File: src/rtl/contador_vagas_param_if.sv
// ----------------------------------------------------------------------------
// contador_vagas_param_if
// Bundle between the parking-spot sensors and the display/gate logic.
// The master drives the sensor side and reads the counts; the slave
// (contador_vagas_param) does the counting.
//
// Optional macro: VAGAS_RESERVA_EN adds reserva_i (reserved-spot mask).
//
// Signals:
//   vagas_i     [N_VAGAS] raw sensor bits, 1 = spot occupied (async to clk)
//   reserva_i   [N_VAGAS] reserved-spot mask, sync to clk (VAGAS_RESERVA_EN)
//   ocupadas_o  [W]       registered occupied-spot count
//   livres_o    [W]       registered free-spot count
//   lotado_o              lot full
//   vazio_o               lot empty
//   alteracao_o           one-cycle pulse on count change
//   estado_o    [N_VAGAS] debounced per-spot occupancy
// ----------------------------------------------------------------------------
interface contador_vagas_param_if #(
    parameter int N_VAGAS = 8
);
    localparam int W = $clog2(N_VAGAS + 1);

    logic [N_VAGAS-1:0] vagas_i;
`ifdef VAGAS_RESERVA_EN
    logic [N_VAGAS-1:0] reserva_i;
`endif
    logic [W-1:0]       ocupadas_o;
    logic [W-1:0]       livres_o;
    logic               lotado_o;
    logic               vazio_o;
    logic               alteracao_o;
    logic [N_VAGAS-1:0] estado_o;

`ifdef VAGAS_RESERVA_EN
    modport master (
        output vagas_i, reserva_i,
        input  ocupadas_o, livres_o, lotado_o, vazio_o, alteracao_o, estado_o
    );
    modport slave (
        input  vagas_i, reserva_i,
        output ocupadas_o, livres_o, lotado_o, vazio_o, alteracao_o, estado_o
    );
`else
    modport master (
        output vagas_i,
        input  ocupadas_o, livres_o, lotado_o, vazio_o, alteracao_o, estado_o
    );
    modport slave (
        input  vagas_i,
        output ocupadas_o, livres_o, lotado_o, vazio_o, alteracao_o, estado_o
    );
`endif
endinterface

File: src/rtl/contador_vagas_param.sv
// ----------------------------------------------------------------------------
// contador_vagas_param
// Clocked parking-spot counter. Each raw sensor is synchronised (2 flops),
// debounced by a per-channel two-state FSM, and the debounced occupancy is
// popcounted into registered occupied/free counts with full/empty flags and
// a one-cycle change strobe.
//
// Optional macro: VAGAS_RESERVA_EN -- when defined, bus.reserva_i marks
// reserved spots that count as occupied (no debounce, one-cycle latency);
// estado_o still shows only the debounced sensors.
//
// Ports:
//   clk    system clock, rising edge
//   rst_n  asynchronous active-low reset
//   bus    contador_vagas_param_if.slave (sensors in, counts/flags out)
// ----------------------------------------------------------------------------
module contador_vagas_param #(
    parameter int N_VAGAS      = 8,
    parameter int DEBOUNCE_CYC = 4
) (
    input  logic                         clk,
    input  logic                         rst_n,
    contador_vagas_param_if.slave        bus
);
    localparam int              W       = $clog2(N_VAGAS + 1);
    localparam logic [7:0]      CNT_MAX = 8'(DEBOUNCE_CYC - 1);
    localparam logic [W-1:0]    N_W     = W'(N_VAGAS);

    typedef enum logic {
        ESTAVEL  = 1'b0,
        CONTANDO = 1'b1
    } t_deb;

    logic [N_VAGAS-1:0] r_sync1;
    logic [N_VAGAS-1:0] r_sync2;
    logic [N_VAGAS-1:0] r_estado;
    t_deb               r_fsm [N_VAGAS];
    logic [7:0]         r_cnt [N_VAGAS];

    logic [W-1:0]       r_ocup;
    logic [W-1:0]       r_livres;
    logic               r_lotado;
    logic               r_vazio;
    logic               r_alt;

    logic [N_VAGAS-1:0] w_efetivo;
    logic [W-1:0]       w_ocup_next;

    function automatic logic [W-1:0] f_popcount(input logic [N_VAGAS-1:0] v);
        logic [W-1:0] s;
        s = '0;
        for (int i = 0; i < N_VAGAS; i++) begin
            s = s + W'(v[i]);
        end
        return s;
    endfunction

    // Synchroniser and per-channel debounce. The FSM spends one cycle in
    // ESTAVEL noticing the mismatch before counting, so a change seen on
    // sync commits DEBOUNCE_CYC+1 cycles later; any return to the current
    // state throws the partial count away.
    always_ff @(posedge clk or negedge rst_n) begin
        if (!rst_n) begin
            r_sync1  <= '0;
            r_sync2  <= '0;
            r_estado <= '0;
            for (int i = 0; i < N_VAGAS; i++) begin
                r_fsm[i] <= ESTAVEL;
                r_cnt[i] <= '0;
            end
        end else begin
            r_sync1 <= bus.vagas_i;
            r_sync2 <= r_sync1;
            for (int i = 0; i < N_VAGAS; i++) begin
                case (r_fsm[i])
                    ESTAVEL: begin
                        r_cnt[i] <= '0;
                        if (r_sync2[i] != r_estado[i]) begin
                            r_fsm[i] <= CONTANDO;
                        end
                    end
                    CONTANDO: begin
                        if (r_sync2[i] == r_estado[i]) begin
                            r_fsm[i] <= ESTAVEL;
                            r_cnt[i] <= '0;
                        end else if (r_cnt[i] == CNT_MAX) begin
                            r_estado[i] <= r_sync2[i];
                            r_fsm[i]    <= ESTAVEL;
                            r_cnt[i]    <= '0;
                        end else begin
                            r_cnt[i] <= r_cnt[i] + 8'd1;
                        end
                    end
                    default: begin
                        r_fsm[i] <= ESTAVEL;
                        r_cnt[i] <= '0;
                    end
                endcase
            end
        end
    end

`ifdef VAGAS_RESERVA_EN
    assign w_efetivo = r_estado | bus.reserva_i;
`else
    assign w_efetivo = r_estado;
`endif

    assign w_ocup_next = f_popcount(w_efetivo);

    // Counts and flags all come from the same next value, so occupied/free
    // and the flags are always mutually consistent.
    always_ff @(posedge clk or negedge rst_n) begin
        if (!rst_n) begin
            r_ocup   <= '0;
            r_livres <= N_W;
            r_lotado <= 1'b0;
            r_vazio  <= 1'b1;
            r_alt    <= 1'b0;
        end else begin
            r_ocup   <= w_ocup_next;
            r_livres <= N_W - w_ocup_next;
            r_lotado <= (w_ocup_next == N_W);
            r_vazio  <= (w_ocup_next == '0);
            r_alt    <= (w_ocup_next != r_ocup);
        end
    end

    assign bus.ocupadas_o  = r_ocup;
    assign bus.livres_o    = r_livres;
    assign bus.lotado_o    = r_lotado;
    assign bus.vazio_o     = r_vazio;
    assign bus.alteracao_o = r_alt;
    assign bus.estado_o    = r_estado;

endmodule
File: src/flat_wrapper.sv
// flat-port wrapper written by rule: the top's interface ports become plain ports
module contador_vagas_param_flat 
#(
    parameter int N_VAGAS      = 8,
    parameter int DEBOUNCE_CYC = 4
)
  (clk, rst_n, bus_vagas_i, bus_ocupadas_o, bus_livres_o, bus_lotado_o, bus_vazio_o, bus_alteracao_o, bus_estado_o);
  contador_vagas_param_if #(.N_VAGAS(N_VAGAS)) bus_i ();
  input  logic clk;
  input  logic rst_n;
  input wire logic [$bits(bus_i.vagas_i)-1:0] bus_vagas_i;
  output wire logic [$bits(bus_i.ocupadas_o)-1:0] bus_ocupadas_o;
  output wire logic [$bits(bus_i.livres_o)-1:0] bus_livres_o;
  output wire logic [$bits(bus_i.lotado_o)-1:0] bus_lotado_o;
  output wire logic [$bits(bus_i.vazio_o)-1:0] bus_vazio_o;
  output wire logic [$bits(bus_i.alteracao_o)-1:0] bus_alteracao_o;
  output wire logic [$bits(bus_i.estado_o)-1:0] bus_estado_o;
  assign bus_i.vagas_i = bus_vagas_i;
  assign bus_ocupadas_o = bus_i.ocupadas_o;
  assign bus_livres_o = bus_i.livres_o;
  assign bus_lotado_o = bus_i.lotado_o;
  assign bus_vazio_o = bus_i.vazio_o;
  assign bus_alteracao_o = bus_i.alteracao_o;
  assign bus_estado_o = bus_i.estado_o;
  contador_vagas_param #(.N_VAGAS(N_VAGAS), .DEBOUNCE_CYC(DEBOUNCE_CYC)) u_core (.clk(clk), .rst_n(rst_n), .bus(bus_i));
endmodule
File: config.mk
export PLATFORM = sky130hd
export DESIGN_NAME = contador_vagas_param_flat
export DESIGN_NICKNAME = d
export VERILOG_FILES = /design/src/rtl/contador_vagas_param_if.sv /design/src/rtl/contador_vagas_param.sv /design/src/flat_wrapper.sv
export SDC_FILE = /design/constraint.sdc
export NUM_CORES = 1
export LEC_CHECK = 0
export ABC_AREA = 1
export CAP_MARGIN = 15
export CORE_MARGIN = 10
export CORE_UTILIZATION = 62
export CTS_BUF_LIST = sky130_fd_sc_hd__clkbuf_4 sky130_fd_sc_hd__clkbuf_8
export DETAILED_ROUTE_END_ITERATION = 6
export PLACE_DENSITY = 0.79
export SLEW_MARGIN = 5
export SYNTH_ARGS = -nofsm -noshare
export SYNTH_HDL_FRONTEND = slang
export SYNTH_SLANG_ARGS = --single-unit
export TNS_END_PERCENT = 50
File: constraint.sdc
create_clock -name clk -period 3.32 [get_ports clk]
set_input_delay 0.664 -clock clk [delete_from_list [all_inputs] [get_ports clk]]
set_output_delay 0.664 -clock clk [all_outputs]
set_load 0.01 [all_outputs]
==> results of run 1 <==
[cell families after synthesis]
group           count (synthesis)  share of synthesized area
compound gates                 37                    0.03849
xor+xnor                       14                    0.02434
fa+ha+maj                      16                    0.04569
buf+inv                       101                    0.07599
flops                         106                     0.5269
simple gates                  352                     0.2886
[where the power goes]
group,switching (uW),internal (uW),total [uW]
Combinational,846,644,1490
Clock,424,392,816
Sequential,161,1550,1710
[cell type report]
cell class,instances,area [um^2]
clock inverters,5,61.31
repair buffers,31,312.8
fillers,597,2123
well taps,102,127.6
multi-input cells,419,2001
clock buffers,11,151.4
inverters,100,375.4
flip-flops and latches,106,2655
[how the worst min path moves through the flow]
stage,startpoint,to,slack [ns],cells after the start
after floorplan,u_core.r_sync1[0]$_DFF_PN0_,u_core.r_sync2[0]$_DFF_PN0_,0.33,0
after global placement,u_core.r_sync1[0]$_DFF_PN0_,u_core.r_sync2[0]$_DFF_PN0_,0.33,0
after detailed placement,u_core.r_sync1[5]$_DFF_PN0_,u_core.r_sync2[5]$_DFF_PN0_,0.34,0
after CTS,u_core.r_sync1[6]$_DFF_PN0_,u_core.r_sync2[6]$_DFF_PN0_,0.36,0
after global routing,u_core.r_sync1[0]$_DFF_PN0_,u_core.r_sync2[0]$_DFF_PN0_,0.37,0
final,u_core.r_sync1[6]$_DFF_PN0_,u_core.r_sync2[6]$_DFF_PN0_,0.36,0
[cell usage after synthesis, types with 3 or more instances]
master and n:
nand2_1 159, nor2_1 111, dfrtp_1 104, inv_1 98, nand3_1 52, o21ai_0 26, ha_1 12, nor3_1 12
xor2_1 11, a21oi_1 8, nor2_2 8, nand2_2 6, fa_1 4, xnor2_1 3
[routing by layer]
metal  vias up  global-route usage  part of all wire
met2        52              0.2896              0.51
li1       2001                   -                 -
met1      1824              0.1834              0.43
met3        16             0.03192             0.036
met5         -                   0                 0
met4         0             0.07431             0.020
[critical path: stages, from the launching register on]
cell	delay [ns]
dfrtp_1	0.39
ha_1	0.27
inv_1	0.04
fa_1	0.50
fa_1	0.43
fa_1	0.41
fa_1	0.60
xor2_1	0.16
nand2_1	0.07
nor2_1	0.11
nand2_1	0.06
[flip-flops by register name, summed over array words and instances (netlist names)]
| name | count |
|---|---|
| u_core.bus.estado_o | 8 |
| u_core.bus.ocupadas_o | 4 |
| u_core.bus.vazio_o | 1 |
| u_core.r_sync1 | 8 |
| u_core.bus.livres_o | 3 |
| u_core.bus.alteracao_o | 1 |
| u_core.r_sync2 | 8 |
| u_core.r_cnt | 64 |
| u_core.r_fsm | 8 |
| u_core.bus.lotado_o | 1 |
[per-stage QoR]
step | hold slack, ns | util | power (uW) | cell area [um^2]
after floorplan | 0.3312 | - | 2726 | 5039
after global placement | 0.3325 | 0.7008 | 3141 | 5472
after detailed placement | 0.3381 | 0.7008 | 3252 | 5472
after global routing | 0.3711 | 0.7280 | 4357 | 5684
after CTS | 0.3568 | 0.7280 | 4071 | 5684
final | 0.3557 | 0.7280 | 4015 | 5684
==> metrics.md, run 1 <==
| Metric | Value |
|---|---|
| Net count, final | 693 |
| Vias post-DR | 3893 |
| PwrDens | 706.4 mW/mm^2 |
| Sum of routed wire length over all layers | 9113 um |
| Setup crit start | u_core.bus.estado_o[1]$_DFFE_PN0P_ |
| DR pass1 iterations | 4 |
| Hold buffer count at cts | 0 |
| Die height | 110.2 um |
| Iter 0 DRT Violations | 146 |
| Register-to-Register Setup Slack | 0.18 ns |
| Worst setup EP type | register |
| Vias in the first global route | 3818 |
| Hpwl dp | 6925 um |
| Unrepaired setup endpoints after global routing | no |
| I/O pin count | 29 |
| Top achievable clock speed | 0.3188 GHz |
| Clk slew on worst S/H paths | 0.09 ns |
| Post-synth top area share | 0.5165 |
| Leakage power total | 0.002817 uW |
| Skew-Pair Late Insertion Delay | 0.36 ns |
| Post_cts resized | 0 |
| Remaining global-route overflow | 0 |
| Synth warn | 0 |
| FF-to-FF Start | u_core.bus.estado_o[1]$_DFFE_PN0P_ |
| Largest cells by area after synthesis | dfrtp_1 52%, nand2_1 12%, nor2_1 8.3% |
| Die X | 110.2 um |
| Via density | 5.030 |
| # setup viols final | 0 |
| Post-synth ARST share | 1.000 |
| Post-route ant nets | 0 |
| Placed insts | 758 |
| Reg2reg path depth | 10 |
| Status | complete, no violations |
| Fin crit period | 3.137 ns |
| Final setup margin | 0.1833 ns |
| Setup_tns | 0 ns |
| R2R Path End | u_core.bus.alteracao_o$_DFF_PN0_ |
| Largest net degree at the start of global routing | 72 |
| Seq/Total Area, Yosys | 0.5269 |
| I/O Buffers | 28 |
| Maximum buffer depth of the clock tree | 2 |
| Rows | 32 |
| Die area | 0.01213 mm^2 |
| CTS tree | done |
| Ys flop type | dfrtp_1 |
| Max-Cap Viols | 0 |
| Commonest cells after routing, fill and taps aside | 159 x nand2_1, 111 x nor2_1, 104 x dfrtp_1, 98 x inv_1, 52 x nand3_1 |
| Residual DRC | 0 |
| CTS H-Tree Depth | 3 |
| Slew HR | 0.4026 |
| Area grow syn2layout | 12.81% |
| Synthesized instance count | 626 |
| Initial Util | 0.6454 |
| Critical Path Fanout Max | 5 |
| Antenna diodes | 0 |
| Hold Fails Final Rpt | 0 |
| Place WS | 0.1838 ns |
| Syn Nets | 652 |
| Final GP Congestion | 0.8833 |
| CTS Sinks | 106 |
| Worst EP arrival | 3.38 ns |
| Clock skew | 0.01360 ns |
| Fin crit share | 0.9448 |
| Root Buffer | clkbuf_8 |
| Unique masters post-synth | 22 |
| Syn_area_per_cell | 8.049 um^2 |
| # Post-CTS Setup Buffers | 0 |
| Routed len/inst | 11.77 um |
| Startpoint Class | register |
| Synth Register Bits | 106 |
| Core box area | 0.007807 mm^2 |
| Finished Layout Cells | 774 |
| Worst IR Drop VDD | 0.4125 mV |
| Num CTS Buffers | 9 |
| Tot GR Track Use | 0.1622 |
| Initial antenna violation count | 0 |
| Worst-Margin Slew | 0.8961 ns |
| Cell taking the most area after synthesis | dfrtp_1 |
| Mapped Area | 0.005039 mm^2 |
| Data required time of the critical path | 3.57 ns |
| WS Path Type | reg -> reg |
| Pins Over Slew Limit | 0 |
| Share of cells above drive strength 1 | 0.05952 |
| HP Class | reg -> reg |
| Leading cell type in the layout, fill and taps excluded | nand2_1 |
| Worst setup path end | u_core.bus.alteracao_o$_DFF_PN0_ |
| First-pass GRT wire length | 15930 um |
| EDFF count, synth | 0 |
No activity file was read; power rests on OpenSTA's default activity.
==> inputs of run 2 (changes only) <==
Settings changed: CORE_UTILIZATION 62 to 66, PLACE_DENSITY 0.79 to 0.84.
Clock period 3.32 ns to 4 ns, I/O delays scaled along.
==> run 2 against run 1 <==
  * Worst setup slack improved by 0.62 ns
  * Clock-buffer cell count unchanged
  * Via count rose by 0.64%
==> metrics.md, run 2 (same netlist as run 1, synthesis figures left out) <==
| Metric | Value |
|---|---|
| Status | complete, no violations |
| Max reg flops | 64 (unchanged) |
| Rows | 31 (-3.1%) |
| Multi-input combinational cell area | 0.002001 mm^2 (unchanged) |
| CTS tree | done |
| First-pass GRT wire length | 16500 um (+3.5%) |
| Setup_tns | 0 ns (unchanged) |
| Core box area | 0.007331 mm^2 (-6.1%) |
| Die height | 107.4 um (-2.5%) |
| Number of buffers and inverters on the critical path | 1 (unchanged) |
| Net count, final | 692 (-0.14%) |
| Top reg by flops | u_core.r_cnt |
| Startpoint Class | register |
| Share of cells above drive strength 1 | 0.05812 (-0.001402) |
| Vias in the first global route | 3920 (+2.7%) |
| Initial antenna violation count | 0 (unchanged) |
| Post-route ant nets | 0 (unchanged) |
| Largest net degree at the start of global routing | 58 (-19%) |
| Die area | 0.01153 mm^2 (-5.0%) |
| Critical Path Fanout Max | 5 (unchanged) |
| Leakage power total | 0.002839 uW (+0.78%) |
| Max-Cap Viols | 0 (unchanged) |
| Crit-path most repeated cell | fa_1 |
| Post_cts resized | 0 (unchanged) |
| Residual DRC | 0 (unchanged) |
| Clock skew | 0.009907 ns (-0.003691 ns) |
| Worst EP arrival | 3.46 ns (+0.08 ns) |
| Antenna diodes | 0 (unchanged) |
| # Post-CTS Setup Buffers | 0 (unchanged) |
| Maximum buffer depth of the clock tree | 2 (unchanged) |
| WS Path Type | reg -> reg |
| Unrepaired setup endpoints after global routing | no |
| Hpwl dp | 7145 um (+3.2%) |
| I/O pin count | 29 (unchanged) |
| Clk slew on worst S/H paths | 0.09 ns (about the same) |
| Num CTS Buffers | 9 (unchanged) |
| Leading cell type in the layout, fill and taps excluded | nand2_1 |
| Register area | 0.002655 mm^2 (unchanged) |
| Via density | 5.088 (+1.2%) |
| PwrDens | 602.9 mW/mm^2 (-15%) |
| Data required time of the critical path | 4.27 ns (+0.70 ns) |
| DR pass1 iterations | 5 (+1) |
| Worst IR Drop VDD | 0.3036 mV (-26%) |
| Commonest cells after routing, fill and taps aside | 159 x nand2_1, 111 x nor2_1, 104 x dfrtp_1, 98 x inv_1, 52 x nand3_1 |
| Fillers | 507 (-15%) |
| Hold Worst Slack | 0.3539 ns (-0.001753 ns) |
| Worst path slowest cell | fa_1 |
| Final GP Congestion | 0.8469 (-4.1%) |
| Iter 0 DRT Violations | 175 (+20%) |
| Top achievable clock speed | 0.3127 GHz (-1.9%) |
| Pins Over Slew Limit | 0 (unchanged) |
| Fin crit share | 0.7994 (-0.1454) |
| I/O Buffers | 28 (unchanged) |
| # setup viols final | 0 (unchanged) |
| HP Class | reg -> reg |
| Sum of routed wire length over all layers | 9377 um (+2.9%) |
| Slew HR | 0.5405 (+0.1379) |
| Max stage delay on crit path | 0.61 ns (about the same) |
| Routed len/inst | 12.18 um (+3.4%) |
| CP cell instances | ha_1 -> inv_1 -> fa_1 -> fa_1 -> fa_1 -> fa_1 -> xor2_1 -> nand2_1 -> nor2_1 -> nand2_1 |
| Initial Util | 0.6873 (+0.04197) |
| Hold buffer count at cts | 0 (unchanged) |
| Area grow syn2layout | 13.26% |
| Vias post-DR | 3918 (+0.64%) |
| Delay-heaviest family, CP | adder cells |
| CTS H-Tree Depth | 3 (unchanged) |
| Hold Fails Final Rpt | 0 (unchanged) |
| Root Buffer | clkbuf_8 |
| Fin crit period | 3.198 ns (+0.06096 ns) |
| Worst setup EP type | register |
| Worst-Margin Slew | 0.6893 ns (-0.2068 ns) |
| Tot GR Track Use | 0.1742 (+0.01201) |
| Skew-Pair Late Insertion Delay | 0.37 ns (about the same) |
| Die X | 107.4 um (-2.5%) |
| Remaining global-route overflow | 0 (unchanged) |
| CTS Sinks | 106 (unchanged) |
-- run 2: cell type report --
class | count | share of cell area
well taps | 99 | 0.02171
repair buffers | 30 | 0.05130
multi-input cells | 419 | 0.3506
clock inverters | 5 | 0.01886
flip-flops and latches | 106 | 0.4652
inverters | 100 | 0.06578
clock buffers | 11 | 0.02653
-- run 2: power by group --
group          internal, uW  leakage (uW)  switching [uW]
Clock                   454      0.000131             352
Sequential             1280       0.00140             146
Combinational           520       0.00131             683
-- run 2: path summary, 6_finish.rpt --
path,from,end,slack (ns),cells after the start
max,u_core.bus.estado_o[0]$_DFFE_PN0P_,u_core.bus.alteracao_o$_DFF_PN0_,0.80,10
min,u_core.r_sync1[2]$_DFF_PN0_,u_core.r_sync2[2]$_DFF_PN0_,0.35,0
min reg2reg,u_core.r_sync1[2]$_DFF_PN0_,u_core.r_sync2[2]$_DFF_PN0_,0.35,0
max in group asynchronous,rst_n,u_core.bus.vazio_o$_DFF_PN1_,2.72,2
min in group asynchronous,rst_n,u_core.r_cnt[37]$_DFF_PN0_,0.46,1
max reg2reg,u_core.bus.estado_o[0]$_DFFE_PN0P_,u_core.bus.alteracao_o$_DFF_PN0_,0.80,10
-- run 2: stage by stage --
step / worst slack [ns] / instances / area (um^2) / util / total power (uW)
6_report: 0.8024 / 770 / 5707 / 0.7785 / 3440
5_1_grt: 0.6491 / 770 / 5707 / 0.7785 / 3712
4_1_cts: 0.7880 / 770 / 5707 / 0.7785 / 3481
3_5_place_dp: 0.8071 / 754 / 5448 / 0.7431 / 2664
3_3_place_gp: 0.8806 / 754 / 5448 / 0.7431 / 2590
2_1_floorplan: 0.9142 / 626 / 5039 / - / 2262
-- run 2: per-layer routing --
metal  vias up  wire [um]  GRT usage
li1       1999          -          -
met1      1836       3913     0.1870
met2        70       4817     0.3172
met3        13        473    0.05210
met4         0        173    0.06107
met5         -          0          0
==> inputs of run 3 (changes only) <==
Settings changed: CORE_UTILIZATION 66 to 56, PLACE_DENSITY 0.84 to 0.76.
Clock period 4 ns to 2.8 ns, I/O delays scaled along.
==> run 3 against run 2 <==
  * Critical path depth grew 1
  * Critical endpoint is now u_core.bus.livres_o[3]$_DFF_PN1_
  * Die area grew 14%
  * Non-clock buffer count grew 9
  * Final area grew 1.4%
  * Utilization shrank 12 points
  * Sequential cell count is the same
  * The flow now finishes with violations (setup timing)
  * Largest cell class unchanged
  * Global-route usage shrank 2.2 points
  * Clock power grew 22%
  * Hold slack lost 0.12 ns
  * Sequential power grew 41%
==> metrics.md, run 3 (same netlist as run 1, synthesis figures left out) <==
| Metric | Value |
|---|---|
| Antenna diodes | 0 (unchanged) |
| I/O Buffers | 28 (unchanged) |
| Failing checks | setup timing |
| Clk slew on worst S/H paths | 0.11 ns (+0.02 ns) |
| Leakage power total | 0.002866 uW (+0.93%) |
| Hold buffer count at cts | 0 (unchanged) |
| Net count, final | 701 (+1.3%) |
| Total internal power | 3265 uW (+45%) |
| Seq pwr share | 0.395 (-0.021) |
| Skew-Pair Late Insertion Delay | 0.36 ns (about the same) |
| FF-to-FF Start | u_core.bus.estado_o[0]$_DFFE_PN0P_ |
| Vias post-DR | 3921 (+0.077%) |
| Final GP Congestion | 0.8487 (+0.21%) |
| Num CTS Buffers | 9 (unchanged) |
| Commonest cells after routing, fill and taps aside | 156 x nand2_1, 111 x nor2_1, 104 x dfrtp_1, 97 x inv_1, 52 x nand3_1 |
| Post-route ant nets | 0 (unchanged) |
| Die area | 0.01319 mm^2 (+14%) |
| Routed len/inst | 11.86 um (-2.6%) |
| CTS tree | done |
| Max-Cap Viols | 0 (unchanged) |
| Switching share of power | 0.3635 (+0.01998) |
| Leading cell type in the layout, fill and taps excluded | nand2_1 |
| Tot GR Track Use | 0.1521 (-0.02207) |
| Rows | 34 (+9.7%) |
| I/O pin count | 29 (unchanged) |
| Die height | 114.9 um (+7.0%) |
| Total power | 5130 uW (+49%) |
| # setup viols final | 6 (+6) |
| Top reg by flops | u_core.r_cnt |
| Startpoint Class | register |
| Fillers | 720 (+42%) |
| Finished Layout Cells | 788 (+2.3%) |
| Reg2reg path depth | 11 (+1) |
| Iter 0 DRT Violations | 186 (+6.3%) |
| Final core area utilization | 0.6633 (-0.1152) |
| Data required time of the critical path | 3.11 ns (-1.16 ns) |
| R2R Path End | u_core.bus.livres_o[3]$_DFF_PN1_ |
| Post-DP Area | 0.005524 mm^2 (+1.4%) |
| Sum of routed wire length over all layers | 9346 um (-0.33%) |
| Worst IR Drop VDD | 0.5559 mV (+83%) |
| Critical Path Fanout Max | 4 (-1) |
| Top achievable clock speed | 0.3212 GHz (+2.7%) |
| WS Path Type | reg -> reg |
| Residual DRC | 0 (unchanged) |
| Hpwl dp | 7010 um (-1.9%) |
| Remaining global-route overflow | 0 (unchanged) |
| Worst-Margin Slew | 0.7038 ns (+0.01449 ns) |
| Maximum buffer depth of the clock tree | 2 (unchanged) |
| Fin crit share | 1.112 (+0.3126) |
| Worst setup path end | u_core.bus.livres_o[3]$_DFF_PN1_ |
| Max reg flops | 64 (unchanged) |
| Fin crit period | 3.114 ns (-0.08388 ns) |
| Setup_tns | -1.727 ns (-1.727 ns) |
| Unrepaired setup endpoints after global routing | yes |
| Clock power share | 0.191 (-0.043) |
| Share of cells above drive strength 1 | 0.08235 (+0.02423) |
| Worst EP arrival | 3.42 ns (-0.04 ns) |
| CTS H-Tree Depth | 3 (unchanged) |
| Placed insts | 769 (+2.0%) |
| Hold Fails Final Rpt | 0 (unchanged) |
| Register-to-Register Setup Slack | -0.31 ns (-1.12 ns) |
| First-pass GRT wire length | 16750 um (+1.6%) |
| Die X | 114.9 um (+7.0%) |
| Logic pwr share | 0.414 (+0.064) |
| Initial Util | 0.5778 (-0.1096) |
| PwrDens | 886.8 mW/mm^2 (+47%) |
| Root Buffer | clkbuf_8 |
| Pins Over Slew Limit | 0 (unchanged) |
| Slew HR | 0.5308 (-0.009658) |
| CTS Sinks | 106 (unchanged) |
| Largest net degree at the start of global routing | 57 (-1.7%) |
| Final setup margin | -0.3137 ns (-1.116 ns) |
| DR pass1 iterations | 4 (-1) |
| Core box area | 0.008721 mm^2 (+19%) |
| HP Class | in -> async |
| Status | complete, but fails checks |
| Fin area | 0.005784 mm^2 (+1.4%) |
| Psw | 1864 uW (+58%) |
| Initial antenna violation count | 0 (unchanged) |
| Clock skew | 0.009310 ns (-0.0005969 ns) |
| Worst setup EP type | register |
| Vias in the first global route | 3968 (+1.2%) |
| Area grow syn2layout | 14.80% |
| Via density | 4.976 (-2.2%) |
| Setup crit start | u_core.bus.estado_o[0]$_DFFE_PN0P_ |
[run 3: worst min-delay path by stage]
stage                                start                               end
2_1_floorplan                        rst_n  u_core.bus.alteracao_o$_DFF_PN0_
3_3_place_gp   u_core.r_sync1[0]$_DFF_PN0_       u_core.r_sync2[0]$_DFF_PN0_
3_5_place_dp   u_core.r_sync1[5]$_DFF_PN0_       u_core.r_sync2[5]$_DFF_PN0_
4_1_cts                              rst_n        u_core.r_cnt[38]$_DFF_PN0_
5_1_grt                              rst_n        u_core.r_cnt[23]$_DFF_PN0_
6_report                             rst_n        u_core.r_cnt[38]$_DFF_PN0_
[run 3: what timing repair did]
action	in CTS	in global routing
endpoints found under the setup margin	7	8
gates resized for setup	4	5
buffers inserted	0	3
pin swaps	0	3
[run 3: power by group through the flow]
stage / Combinational [uW] / Clock, uW / Sequential (uW)
after floorplan: 1190 / 0 / 2080
after detailed placement: 1880 / 0 / 2060
after global routing: 2430 / 1060 / 2060
after global placement: 1780 / 0 / 2040
final: 2120 / 982 / 2020
after CTS: 1910 / 1010 / 2030
[run 3: metal layers]
layer  vias to the layer above  wire length, um  share of wire  global-route usage
li1                       2019                -              -                   -
met5                         -                0              0                   0
met4                         0              196          0.021             0.06518
met2                        59             4818           0.52              0.2733
met3                        16              362          0.039             0.03750
met1                      1827             3969           0.42              0.1665
[run 3: worst max-delay path, stage by stage, from the launching register on]
cell	delay (ns)
dfrtp_1	0.40
ha_1	0.29
inv_2	0.04
fa_1	0.50
fa_1	0.44
fa_2	0.37
fa_2	0.58
buf_4	0.12
buf_6	0.09
nand2_2	0.05
o21ai_2	0.13
nand2_1	0.06
[run 3: metrics by stage]
step / setup WS (ns) / hold slack (ns)
final: -0.3137 / 0.2379
after global routing: -0.4803 / 0.2938
after CTS: -0.3143 / 0.2620
after detailed placement: -0.2699 / 0.3347
after global placement: -0.1991 / 0.3312
after floorplan: -0.2418 / 0.2644
[run 3: cell type report]
| class | instances | area [um^2] | share of cell area |
|---|---|---|---|
| tap | 108 | 135.1 | 0.02336 |
| sequential | 106 | 2655 | 0.4590 |
| clock inverter | 7 | 83.83 | 0.01449 |
| multi-input combinational | 419 | 2034 | 0.3517 |
| timing repair buffer | 39 | 376.6 | 0.06511 |
| clock buffer | 9 | 123.9 | 0.02141 |
| inverter | 100 | 375.4 | 0.06489 |
